<file path="config.mk">
export PLATFORM = sky130hd
export DESIGN_NAME = bg_rom_arbiter
export DESIGN_NICKNAME = d
export VERILOG_FILES = /design/src/rtl/bg_rom_arbiter.sv
export SDC_FILE = /design/constraint.sdc
export NUM_CORES = 1
export LEC_CHECK = 0
export ABC_AREA = 0
export CAP_MARGIN = 20
export CORE_MARGIN = 2
export CORE_UTILIZATION = 44
export CTS_CLUSTER_DIAMETER = 120
export DETAILED_ROUTE_END_ITERATION = 12
export PLACE_DENSITY_LB_ADDON = 0.05
export SLEW_MARGIN = 40
export SYNTH_ARGS = -nofsm -noshare
export SYNTH_HDL_FRONTEND = slang
export SYNTH_SLANG_ARGS = --single-unit
</file>
<file path="constraint.sdc">
create_clock -name clk -period 3.9 [get_ports clk]
set_clock_uncertainty 0.15 [all_clocks]
set_input_delay 0.78 -clock clk [delete_from_list [all_inputs] [get_ports clk]]
set_output_delay 0.78 -clock clk [all_outputs]
set_load 0.02 [all_outputs]
</file>
<file path="src/rtl/bg_rom_arbiter.sv">
// bg_rom_arbiter
//   Two-port pipelined arbiter in front of the single combinational-read background ROM.
//   Port 0 (VGA pixel fetch) has fixed priority over port 1 (auxiliary reader).
//   Stage A registers the winning address onto rom_addr and pulses that port's gnt.
//   Stage B captures rom_data one edge later and returns it with an rvalid pulse.
//   Addresses >= DEPTH are still granted. They leave rom_addr untouched and return
//   zero data with the port's oob strobe.
//
// Optional feature: define BG_ARB_STARVE_GUARD_EN to force-grant port 1 after MAX_WAIT
//   consecutive denied cycles. Without it, priority is strictly fixed and no wait
//   counter exists.
//
// Ports
//   clk, rst_n              clock, asynchronous active-low reset
//   req0/addr0              port 0 request and address (held while req0 is high)
//   gnt0                    one-cycle pulse: port 0 address accepted
//   rvalid0/rdata0/oob0     port 0 return strobe, data (held between pulses), out-of-range
//   req1/addr1/gnt1/rvalid1/rdata1/oob1  same for port 1
//   rom_addr                registered ROM address
//   rom_data                combinational ROM output for rom_addr
module bg_rom_arbiter #(
  parameter int unsigned ADDR_W   = 19,
  parameter int unsigned DATA_W   = 12,
  parameter int unsigned DEPTH    = 307200,
  parameter int unsigned MAX_WAIT = 8
) (
  input  logic              clk,
  input  logic              rst_n,
  input  logic              req0,
  input  logic [ADDR_W-1:0] addr0,
  output logic              gnt0,
  output logic              rvalid0,
  output logic [DATA_W-1:0] rdata0,
  output logic              oob0,
  input  logic              req1,
  input  logic [ADDR_W-1:0] addr1,
  output logic              gnt1,
  output logic              rvalid1,
  output logic [DATA_W-1:0] rdata1,
  output logic              oob1,
  output logic [ADDR_W-1:0] rom_addr,
  input  logic [DATA_W-1:0] rom_data
);

  localparam logic [ADDR_W-1:0] DepthLim = ADDR_W'(DEPTH);

  // Arbitration
  logic win0, win1;

`ifdef BG_ARB_STARVE_GUARD_EN
  localparam int unsigned WaitW = $clog2(MAX_WAIT + 1);

  logic [WaitW-1:0] wait_q, wait_d;
  logic             force1;

  assign force1 = req1 && (wait_q == WaitW'(MAX_WAIT));

  always_comb begin
    win1 = req1 && (!req0 || force1);
    win0 = req0 && !win1;
  end

  // Counts consecutive denied cycles of port 1; any gap in req1 restarts the count.
  always_comb begin
    wait_d = wait_q;
    if (!req1 || win1) begin
      wait_d = '0;
    end else if (wait_q != WaitW'(MAX_WAIT)) begin
      wait_d = wait_q + WaitW'(1);
    end
  end

  always_ff @(posedge clk or negedge rst_n) begin
    if (!rst_n) begin
      wait_q <= '0;
    end else begin
      wait_q <= wait_d;
    end
  end
`else
  logic unused_max_wait;
  assign unused_max_wait = ^MAX_WAIT;

  always_comb begin
    win0 = req0;
    win1 = req1 && !req0;
  end
`endif

  // Stage A: issue
  logic              any_win;
  logic [ADDR_W-1:0] sel_addr;
  logic              sel_oob;

  logic              a_valid_q, a_valid_d;
  logic              a_port_q, a_port_d;  // 0 = port 0, 1 = port 1
  logic              a_oob_q, a_oob_d;
  logic [ADDR_W-1:0] rom_addr_q, rom_addr_d;
  logic              gnt0_q, gnt0_d;
  logic              gnt1_q, gnt1_d;

  always_comb begin
    any_win    = win0 || win1;
    sel_addr   = win1 ? addr1 : addr0;
    sel_oob    = sel_addr >= DepthLim;
    a_valid_d  = any_win;
    a_port_d   = win1;
    a_oob_d    = any_win && sel_oob;
    gnt0_d     = win0;
    gnt1_d     = win1;
    rom_addr_d = rom_addr_q;
    // Out-of-range reads never reach the ROM bus.
    if (any_win && !sel_oob) begin
      rom_addr_d = sel_addr;
    end
  end

  always_ff @(posedge clk or negedge rst_n) begin
    if (!rst_n) begin
      a_valid_q  <= 1'b0;
      a_port_q   <= 1'b0;
      a_oob_q    <= 1'b0;
      rom_addr_q <= '0;
      gnt0_q     <= 1'b0;
      gnt1_q     <= 1'b0;
    end else begin
      a_valid_q  <= a_valid_d;
      a_port_q   <= a_port_d;
      a_oob_q    <= a_oob_d;
      rom_addr_q <= rom_addr_d;
      gnt0_q     <= gnt0_d;
      gnt1_q     <= gnt1_d;
    end
  end

  // Stage B: return
  logic [DATA_W-1:0] ret_data;
  logic              rvalid0_q, rvalid0_d;
  logic              rvalid1_q, rvalid1_d;
  logic              oob0_q, oob0_d;
  logic              oob1_q, oob1_d;
  logic [DATA_W-1:0] rdata0_q, rdata0_d;
  logic [DATA_W-1:0] rdata1_q, rdata1_d;

  always_comb begin
    ret_data  = a_oob_q ? '0 : rom_data;
    rvalid0_d = a_valid_q && !a_port_q;
    rvalid1_d = a_valid_q && a_port_q;
    oob0_d    = rvalid0_d && a_oob_q;
    oob1_d    = rvalid1_d && a_oob_q;
    rdata0_d  = rvalid0_d ? ret_data : rdata0_q;
    rdata1_d  = rvalid1_d ? ret_data : rdata1_q;
  end

  always_ff @(posedge clk or negedge rst_n) begin
    if (!rst_n) begin
      rvalid0_q <= 1'b0;
      rvalid1_q <= 1'b0;
      oob0_q    <= 1'b0;
      oob1_q    <= 1'b0;
      rdata0_q  <= '0;
      rdata1_q  <= '0;
    end else begin
      rvalid0_q <= rvalid0_d;
      rvalid1_q <= rvalid1_d;
      oob0_q    <= oob0_d;
      oob1_q    <= oob1_d;
      rdata0_q  <= rdata0_d;
      rdata1_q  <= rdata1_d;
    end
  end

  assign gnt0     = gnt0_q;
  assign gnt1     = gnt1_q;
  assign rvalid0  = rvalid0_q;
  assign rvalid1  = rvalid1_q;
  assign oob0     = oob0_q;
  assign oob1     = oob1_q;
  assign rdata0   = rdata0_q;
  assign rdata1   = rdata1_q;
  assign rom_addr = rom_addr_q;

endmodule

</file>
==> results of run 1 <==
==> registers in the layout (all words and copies together) (netlist names) <==
signal,flops
rom_addr,19
rdata0,12
rdata1,12
a_oob_q,1
a_valid_q,1
gnt0,1
gnt1,1
oob0,1
oob1,1
rvalid0,1
rvalid1,1
==> cell families after synthesis <==
group | after synthesis | synth area share, %
AND/OR/NAND/NOR | 49 | 9.395
flip-flops | 51 | 57.72
buffers and inverters | 18 | 4.923
AO/OA/AOI/OAI | 60 | 16.53
multiplexers | 23 | 11.43
==> placed cells by master, fill, tap and decap left out, drive strengths merged, types with 2 or more instances in the layout <==
| master | count |
|---|---|
| a21oi | 17 |
| mux2i | 17 |
| nor2 | 7 |
| a31oi | 16 |
| inv | 4 |
| dfrtp | 51 |
| clkbuf | 6 |
| clkinv | 2 |
| buf | 4 |
| o21ai | 25 |
| clkdlybuf4s50 | 101 |
| nand2b | 2 |
| nand2 | 39 |
| mux2 | 6 |
==> per-layer routing <==
layer / part of all wire, % / vias to the layer above / track usage, %
li1: - / 892 / -
met1: 40 / 861 / 22.03
met2: 52 / 72 / 34.11
met3: 7.0 / 4 / 4.284
met4: 0.78 / 0 / 5.357
met5: 0 / - / 0
==> cell type report <==
cell class,instances,area (um^2),area share [%]
repair buffers,105,1039,31.18
inverters,5,18.77,0.5635
clock buffers,6,72.57,2.179
clock inverters,2,12.51,0.3757
well taps,67,83.83,2.517
flip-flops and latches,51,1276,38.32
multi-input cells,132,828.3,24.87
==> path summary, 6_finish.rpt <==
kind	to	slack, ps	cells after the start
worst max-delay path	rom_addr[11]	950	6
worst min-delay path	rdata1[5]	330	2
worst max register to register	rdata1[2]	2440	2
worst min register to register	rdata1[5]	330	2
max in group asynchronous	rdata0[8]	2510	2
min in group asynchronous	rdata1[0]	370	1
==> worst max-delay path: cells and delay by family <==
kind,cells,cell delay [ps]
multiplexers,1,360
AND/OR/NAND/NOR,1,360
buffers and inverters,1,490
AO/OA/AOI/OAI,3,940
==> power breakdown <==
part           total (mW)  internal (mW)  switching, mW
logic               0.477          0.242          0.235
registers           0.653          0.609         0.0440
clock network       0.287          0.126          0.161
total                1.42          0.976          0.441
==> summary.txt, run 1 <==
number of synthesized register bits = 51
CTS Buf Count = 5
Core Area = 4786 um^2
post-cts gate resize count = 0
final instance count without filler cells = 368
top post-synthesis cells by area = dfrtp_1, mux2i_1, nand2_1, o21ai_0, a31oi_1
final non-filler cell area = 3331 um^2
initial core utilization = 46.20%
initial antenna violation count = 0
Initial DRC Count = 108
Top Ports = 103
status = complete, no violations
min-delay src = rdata1[5]
Post-DRT Antenna Nets = 0
Die Y = 74.89 um
count of cell types in the netlist = 22
Synth-to-Final Area Change = 50.65%
router iterations before antenna repair = 4
Post-synth ARST share = 100.0%
hpwl dp = 3691 um
vias post-DR = 1,829
clk sinks = 51
RSZ-0062 raised after global routing = false
FMAX = 0.3394 GHz
clk slew on worst S/H paths = 80 ps
Slowest cell on crit path = clkdlybuf4s50_1
Rel. slew slack = 50.77%
share of cells above drive strength 1 = 8.638%
# port buffers = 102
FILL cells = 399
Power Density = 425.4 nW/um^2
area share of the largest cell type after synthesis = 57.72%
antenna cell count = 0
CP startpoint kind = input port
root buffer cell = clkbuf_8
Critical Path RT = 3900 ps
Max clock buf depth = 2
CP Cell Sequence = clkdlybuf4s50_1 -> nand2b_4 -> mux2_4 -> o31a_2 -> o21ai_4 -> a31oi_1
Synth top cells by count = dfrtp_1, nand2_1, o21ai_0
pin count of the biggest net entering global routing = 34
Max Cap Violations = 0
Tot Pwr = 1.417 mW
CP Max Fanout = 23
WS Path Type = input port to register
CTS tree = done
Final Net Count = 354
Mapped Cells = 201
CP Capture Type = register
setup TNS = 0 ps
placed cells = 360
most used standard cell by instance count after synthesis = dfrtp_1
drt wl/cell = 13.23 um
cts hold-fix bufs = 0
EDFF count, synth = 0
row count = 25
Reg-to-Reg Start = a_valid_q
peak supply drop = 0.2701 mV
sequential share of the synthesized area = 57.72%
arrival time at the worst endpoint = 2950 ps
Place WS = 621.5 ps
Leakage = 1.479 nW
# Post-CTS Setup Buffers = 0
RD Place Congestion = 0.7710
Final Max Slew Viols = 0
count of final hold-check violations = 0
first-pass GRT wire length = 8086 um
# setup viols final = 0
final design utilization = 69.59%
worst hold slack = 332.3 ps
Hold Crit Class = register to register
Total Wirelength = 4867 um
synthesized area per cell = 11.00 um^2
Worst Setup SP = req0
area of the die = 5608 um^2
dpl cell area = 3243 um^2
total congestion overflow = 0
clk_lat worst skew = 290 ps
number of global-route vias before repair = 1,799
Slowest Stage Delay on Critical Path = 490 ps
Period minus WS final = 2947 ps
Worst Tran Pin Value = 736.7 ps
worst setup slack after layout = 953.5 ps
Total GRT Usage = 18.73%
Syn. warnings = 0
ys flop type = dfrtp_1
Final period util = 75.55%
H-tree depth = 2
Syn Nets = 255
post-DR vias/cell = 4.970
Mapped Area = 2211 um^2
Synth area leader = dfrtp_1
die width = 74.89 um
# DRC = 0
Power figures use the tool's default switching activity.
==> run 2, diff against run 1 <==
Settings changed: CORE_UTILIZATION 44 to 37.
Clock period 3.9 ns to 2.7 ns, I/O delays scaled along.
==> summary.txt, run 2 (synthesized netlist as in run 1, its figures left out) <==
number of global-route vias before repair = 1,735 (-3.6%)
Final period util = 87.16%
area of the die = 6610 um^2 (+18%)
Tot Pwr = 2.176 mW (+54%)
Initial DRC Count = 165 (+53%)
Total GRT Usage = 16.24% (-2.5 points)
status = complete, no violations
pin count of the biggest net entering global routing = 27 (-21%)
dpl cell area = 3296 um^2 (+1.6%)
Max Cap Violations = 0 (unchanged)
root buffer cell = clkbuf_8
# Post-CTS Setup Buffers = 0 (unchanged)
FMAX = 0.4249 GHz
clk_lat worst skew = 300 ps (about the same)
CTS Buf Count = 5 (unchanged)
Final Net Count = 358 (+1.1%)
row count = 28 (+12%)
Total Wirelength = 5225 um (+7.4%)
arrival time at the worst endpoint = 2420 ps (-530 ps)
multi-input combinational cell area = 828.3 um^2 (unchanged)
antenna cell count = 0 (unchanged)
Largest register FFs = 19 (unchanged)
# DRC = 0 (unchanged)
WS Path Type = input port to register
CP Capture Type = register
Final Max Slew Viols = 0 (unchanged)
# port buffers = 102 (unchanged)
Worst Tran Pin Value = 720.8 ps (-15.94 ps)
Die Y = 81.30 um (+8.6%)
cts hold-fix bufs = 0 (unchanged)
Rel. slew slack = 51.83% (+1.1 points)
first-pass GRT wire length = 8183 um (+1.2%)
Post-DRT Antenna Nets = 0 (unchanged)
leading cell type in the layout, fill and taps excluded = clkdlybuf4s50_1
setup TNS = 0 ps (unchanged)
H-tree depth = 2 (unchanged)
Max clock buf depth = 2 (unchanged)
hpwl dp = 3889 um (+5.4%)
CP Max Fanout = 16 (-30%)
register area = 1276 um^2 (unchanged)
worst hold slack = 20.18 ps (-312.1 ps)
final instance count without filler cells = 380 (+3.3%)
peak supply drop = 0.3130 mV (+16%)
post-cts gate resize count = 0 (unchanged)
die width = 81.30 um (+8.6%)
clk slew on worst S/H paths = 100 ps (+20 ps)
Hold Crit Class = input port to asynchronous set/reset pin
RSZ-0062 raised after global routing = false
placed cells = 372 (+3.3%)
share of cells above drive strength 1 = 10.16% (+1.5 points)
Top Ports = 103 (unchanged)
final non-filler cell area = 3411 um^2 (+2.4%)
initial core utilization = 37.79% (-8.4 points)
Synth-to-Final Area Change = 54.27%
total congestion overflow = 0 (unchanged)
CP startpoint kind = input port
RD Place Congestion = 0.6896 (-11%)
Period minus WS final = 2353 ps
Core Area = 5851 um^2 (+22%)
most frequent cells in the layout = clkdlybuf4s50_1, dfrtp_1, nand2_1
Critical Path RT = 2770 ps (-1130 ps)
initial antenna violation count = 0 (unchanged)
Place WS = 25.27 ps (-596.2 ps)
Leakage = 1.519 nW (+2.7%)
worst setup slack after layout = 346.8 ps (-606.7 ps)
FILL cells = 529 (+33%)
Power Density = 637.9 nW/um^2 (+50%)
drt wl/cell = 13.75 um (+4.0%)
vias post-DR = 1,828 (-0.055%)
final design utilization = 58.30% (-11 points)
clk sinks = 51 (unchanged)
count of final hold-check violations = 0 (unchanged)
post-DR vias/cell = 4.811 (-3.2%)
CTS tree = done
router iterations before antenna repair = 4 (unchanged)
# setup viols final = 0 (unchanged)
run 2: per-layer routing:
| metal | wire [um] | GRT usage [%] | up-vias |
|---|---|---|---|
| met1 | 2252 | 19.83 | 857 |
| met3 | 433 | 5.667 | 4 |
| li1 | - | - | 904 |
| met4 | 53 | 5.085 | 0 |
| met5 | 0 | 0 | - |
| met2 | 2486 | 26.89 | 63 |
run 2: power breakdown:
group	internal (mW)	leakage [nW]	switching (mW)
clock network	0.276	0.0581	0.255
registers	0.879	0.617	0.0626
logic	0.358	0.844	0.345
run 2: area by class of cell:
type	count	share of cell area (%)
flip-flops and latches	51	37.42
repair buffers	109	31.69
multi-input cells	132	24.28
well taps	75	2.751
clock buffers	5	2.018
clock inverters	3	1.284
inverters	5	0.5503
run 2: critical path: stages:
cell             delay [ps]
clkdlybuf4s50_1         490
nand2b_4                180
mux2_4                  330
o311ai_4                340
buf_4                   280
a21oi_1                  80
a31oi_1                 170
run 2: final timing paths:
check / slack, ps / startpoint / depth (start not counted) / endpoint
worst max-delay path: 350 / req0 / 7 / rom_addr[16]
min in group clk: 340 / rdata0[11] / 2 / rdata0[11]
max in group asynchronous: 1730 / rst_n / 2 / rom_addr[9]
worst max register to register: 1240 / a_valid_q / 2 / rdata1[10]
worst min register to register: 340 / rdata0[11] / 2 / rdata0[11]
worst min-delay path: 20 / rst_n / 1 / rdata0[0]
==> variant, RTL diff (settings of run 2) <==
The parameter `DEPTH` goes from 307200 to 153600.
--- a/src/rtl/bg_rom_arbiter.sv
+++ b/src/rtl/bg_rom_arbiter.sv
@@ -23,3 +23,3 @@
   parameter int unsigned DATA_W   = 12,
-  parameter int unsigned DEPTH    = 307200,
+  parameter int unsigned DEPTH    = 153600,
   parameter int unsigned MAX_WAIT = 8
Function: changed (a bounded check fails within 4 cycles, from zero or initial values and one cycle with rst_n low).
==> variant against run 2 <==
Routed wire length is 6.6% lower; combinational power is 2% higher; largest power group unchanged; die area is 1.5% lower; non-clock buffer count is 2 higher; critical endpoint is now rom_addr[12]; area after synthesis is 1.6% lower; sequential cell count stayed put; total power is 0.98% higher; design area is 0.40% lower; worst setup slack worse by 0.031 ns; count of clock-buffer cells in the layout stayed put.
==> variant: results <==
[detailed_routing]
drt_wl_total_um = 4880
wl_met3_um = 452
viasPerCell = 4.68
drt_pass1_iterations = 4
drt-met1-wl_um = 2140
drtIter0Drc = 41
wl_met2_um = 2270

[outcome]
run_status = completed

[critical_path]
r2r_start = gnt1
crit_arrival_ns = 2.45
crit_path_max_fanout = 18
reg2reg_depth = 3
crit_family = buffers and inverters
ff2ff_setup_slack_ns = 1.40
crit_path_top_delay_cell = clkdlybuf4s50_1
r2r-end = rdata0[3]

[clock_tree]
cts_made_buffers = 5
htreeDepth = 2
path_clk_slew_ns = 0.09
root_buffer = clkbuf_8
cts_resized = 0

[global_routing]
grt_pass1_vias = 1721
grt_use_total_pct = 15.4
grt_max_degree = 31
grt_pass1_wl_um = 7790

[final_layout]
num_antenna_cells = 0
nFillCells = 534
fin_nets = 361
layout-drive-gt1-share_pct = 9.09
fin_area_um2 = 3400

[synth]
netlist_top_cells_area = dfrtp_1, mux2i_1, nand2_1, o21ai_0, a31oi_1
ys_types = 22
seq_area_frac_synth_pct = 58.7
synthTopCellsByCount = dfrtp_1, nand2_1, o21ai_0, a31oi_1, mux2i_1
synth_nets = 258

[hold_path]
hold_path_class = reg2reg
hold_end = rdata1[5]

[floorplan]
die-area_um2 = 6510

[pwr]
p_leak_uw = 0.00151
ir_drop_mv = 0.282
swShare_pct = 30.4

[placement]
dp.final_hpwl_um = 3690
place_area_um2 = 3270
place_ws_ns = -0.00532
globalplace.congestion = 0.718

[timing]
hold_ws_ns = 0.333
relSlewSlack_pct = 69.6
-- variant: cell types whose count changed after synthesis, moves of 2 or more --
cell	before	now
buf_2	0	5
mux2_2	2	4
mux2_4	4	1
inv_1	4	6
nand2_1	38	40
-- variant: metal layers --
| layer | track usage [%] | up-vias |
|---|---|---|
| li1 | - | 906 |
| met1 | 19.3 | 800 |
| met2 | 25.0 | 72 |
| met3 | 6.52 | 2 |
| met4 | 3.05 | 0 |
| met5 | 0 | - |
-- variant: how the worst max path moves through the flow --
stage	end	slack (ns)
4_1_cts	rom_addr[12]	0.32
5_1_grt	rom_addr[11]	0.24
3_3_place_gp	rom_addr[6]	0.1
3_5_place_dp	rom_addr[12]	-0.005
2_1_floorplan	rom_addr[14]	0.54
6_report	rom_addr[12]	0.32
-- variant: cells by family after synthesis --
group,share of synthesized area [%]
flip-flops,58.7
buffers and inverters,4.95
AND/OR/NAND/NOR,9.95
multiplexers,10.6
AO/OA/AOI/OAI,15.8
-- variant: power groups by stage --
stage / registers, µW / logic [µW] / clock network [µW]
after floorplan: 1120 / 182 / 0
after CTS: 953 / 726 / 540
final: 954 / 717 / 526
after detailed placement: 965 / 725 / 0
after global placement: 965 / 717 / 0
after global routing: 968 / 776 / 568
-- variant: layout make-up --
| class | instances | share of cell area (%) |
|---|---|---|
| Sequential cell | 51 | 37.6 |
| Timing Repair Buffer | 111 | 32.3 |
| Multi-Input combinational cell | 132 | 23.5 |
| Tap cell | 72 | 2.65 |
| Clock buffer | 5 | 2.03 |
| Clock inverter | 3 | 1.29 |
| Inverter | 6 | 0.663 |
-- variant: worst register-to-register path, cell delays in order, from the launching register on --
cell      delay, ns
dfrtp_1        0.41
nand2b_2       0.38
nand2_1        0.14
o21ai_0        0.09
-- variant: repair_timing --
action / in CTS / in global routing
hold endpoints to repair: 3 / 0
hold buffers: 1 / 0
setup buffers: 0 / 0
-- variant: stage by stage --
step                      utilization (%)  TNS [ns]  instances
after floorplan                         -         0        204
after global placement               58.3         0        371
after detailed placement             58.3  -0.00532        371
after CTS                            60.5         0        380
after global routing                 60.6         0        380
final                                60.6         0        380
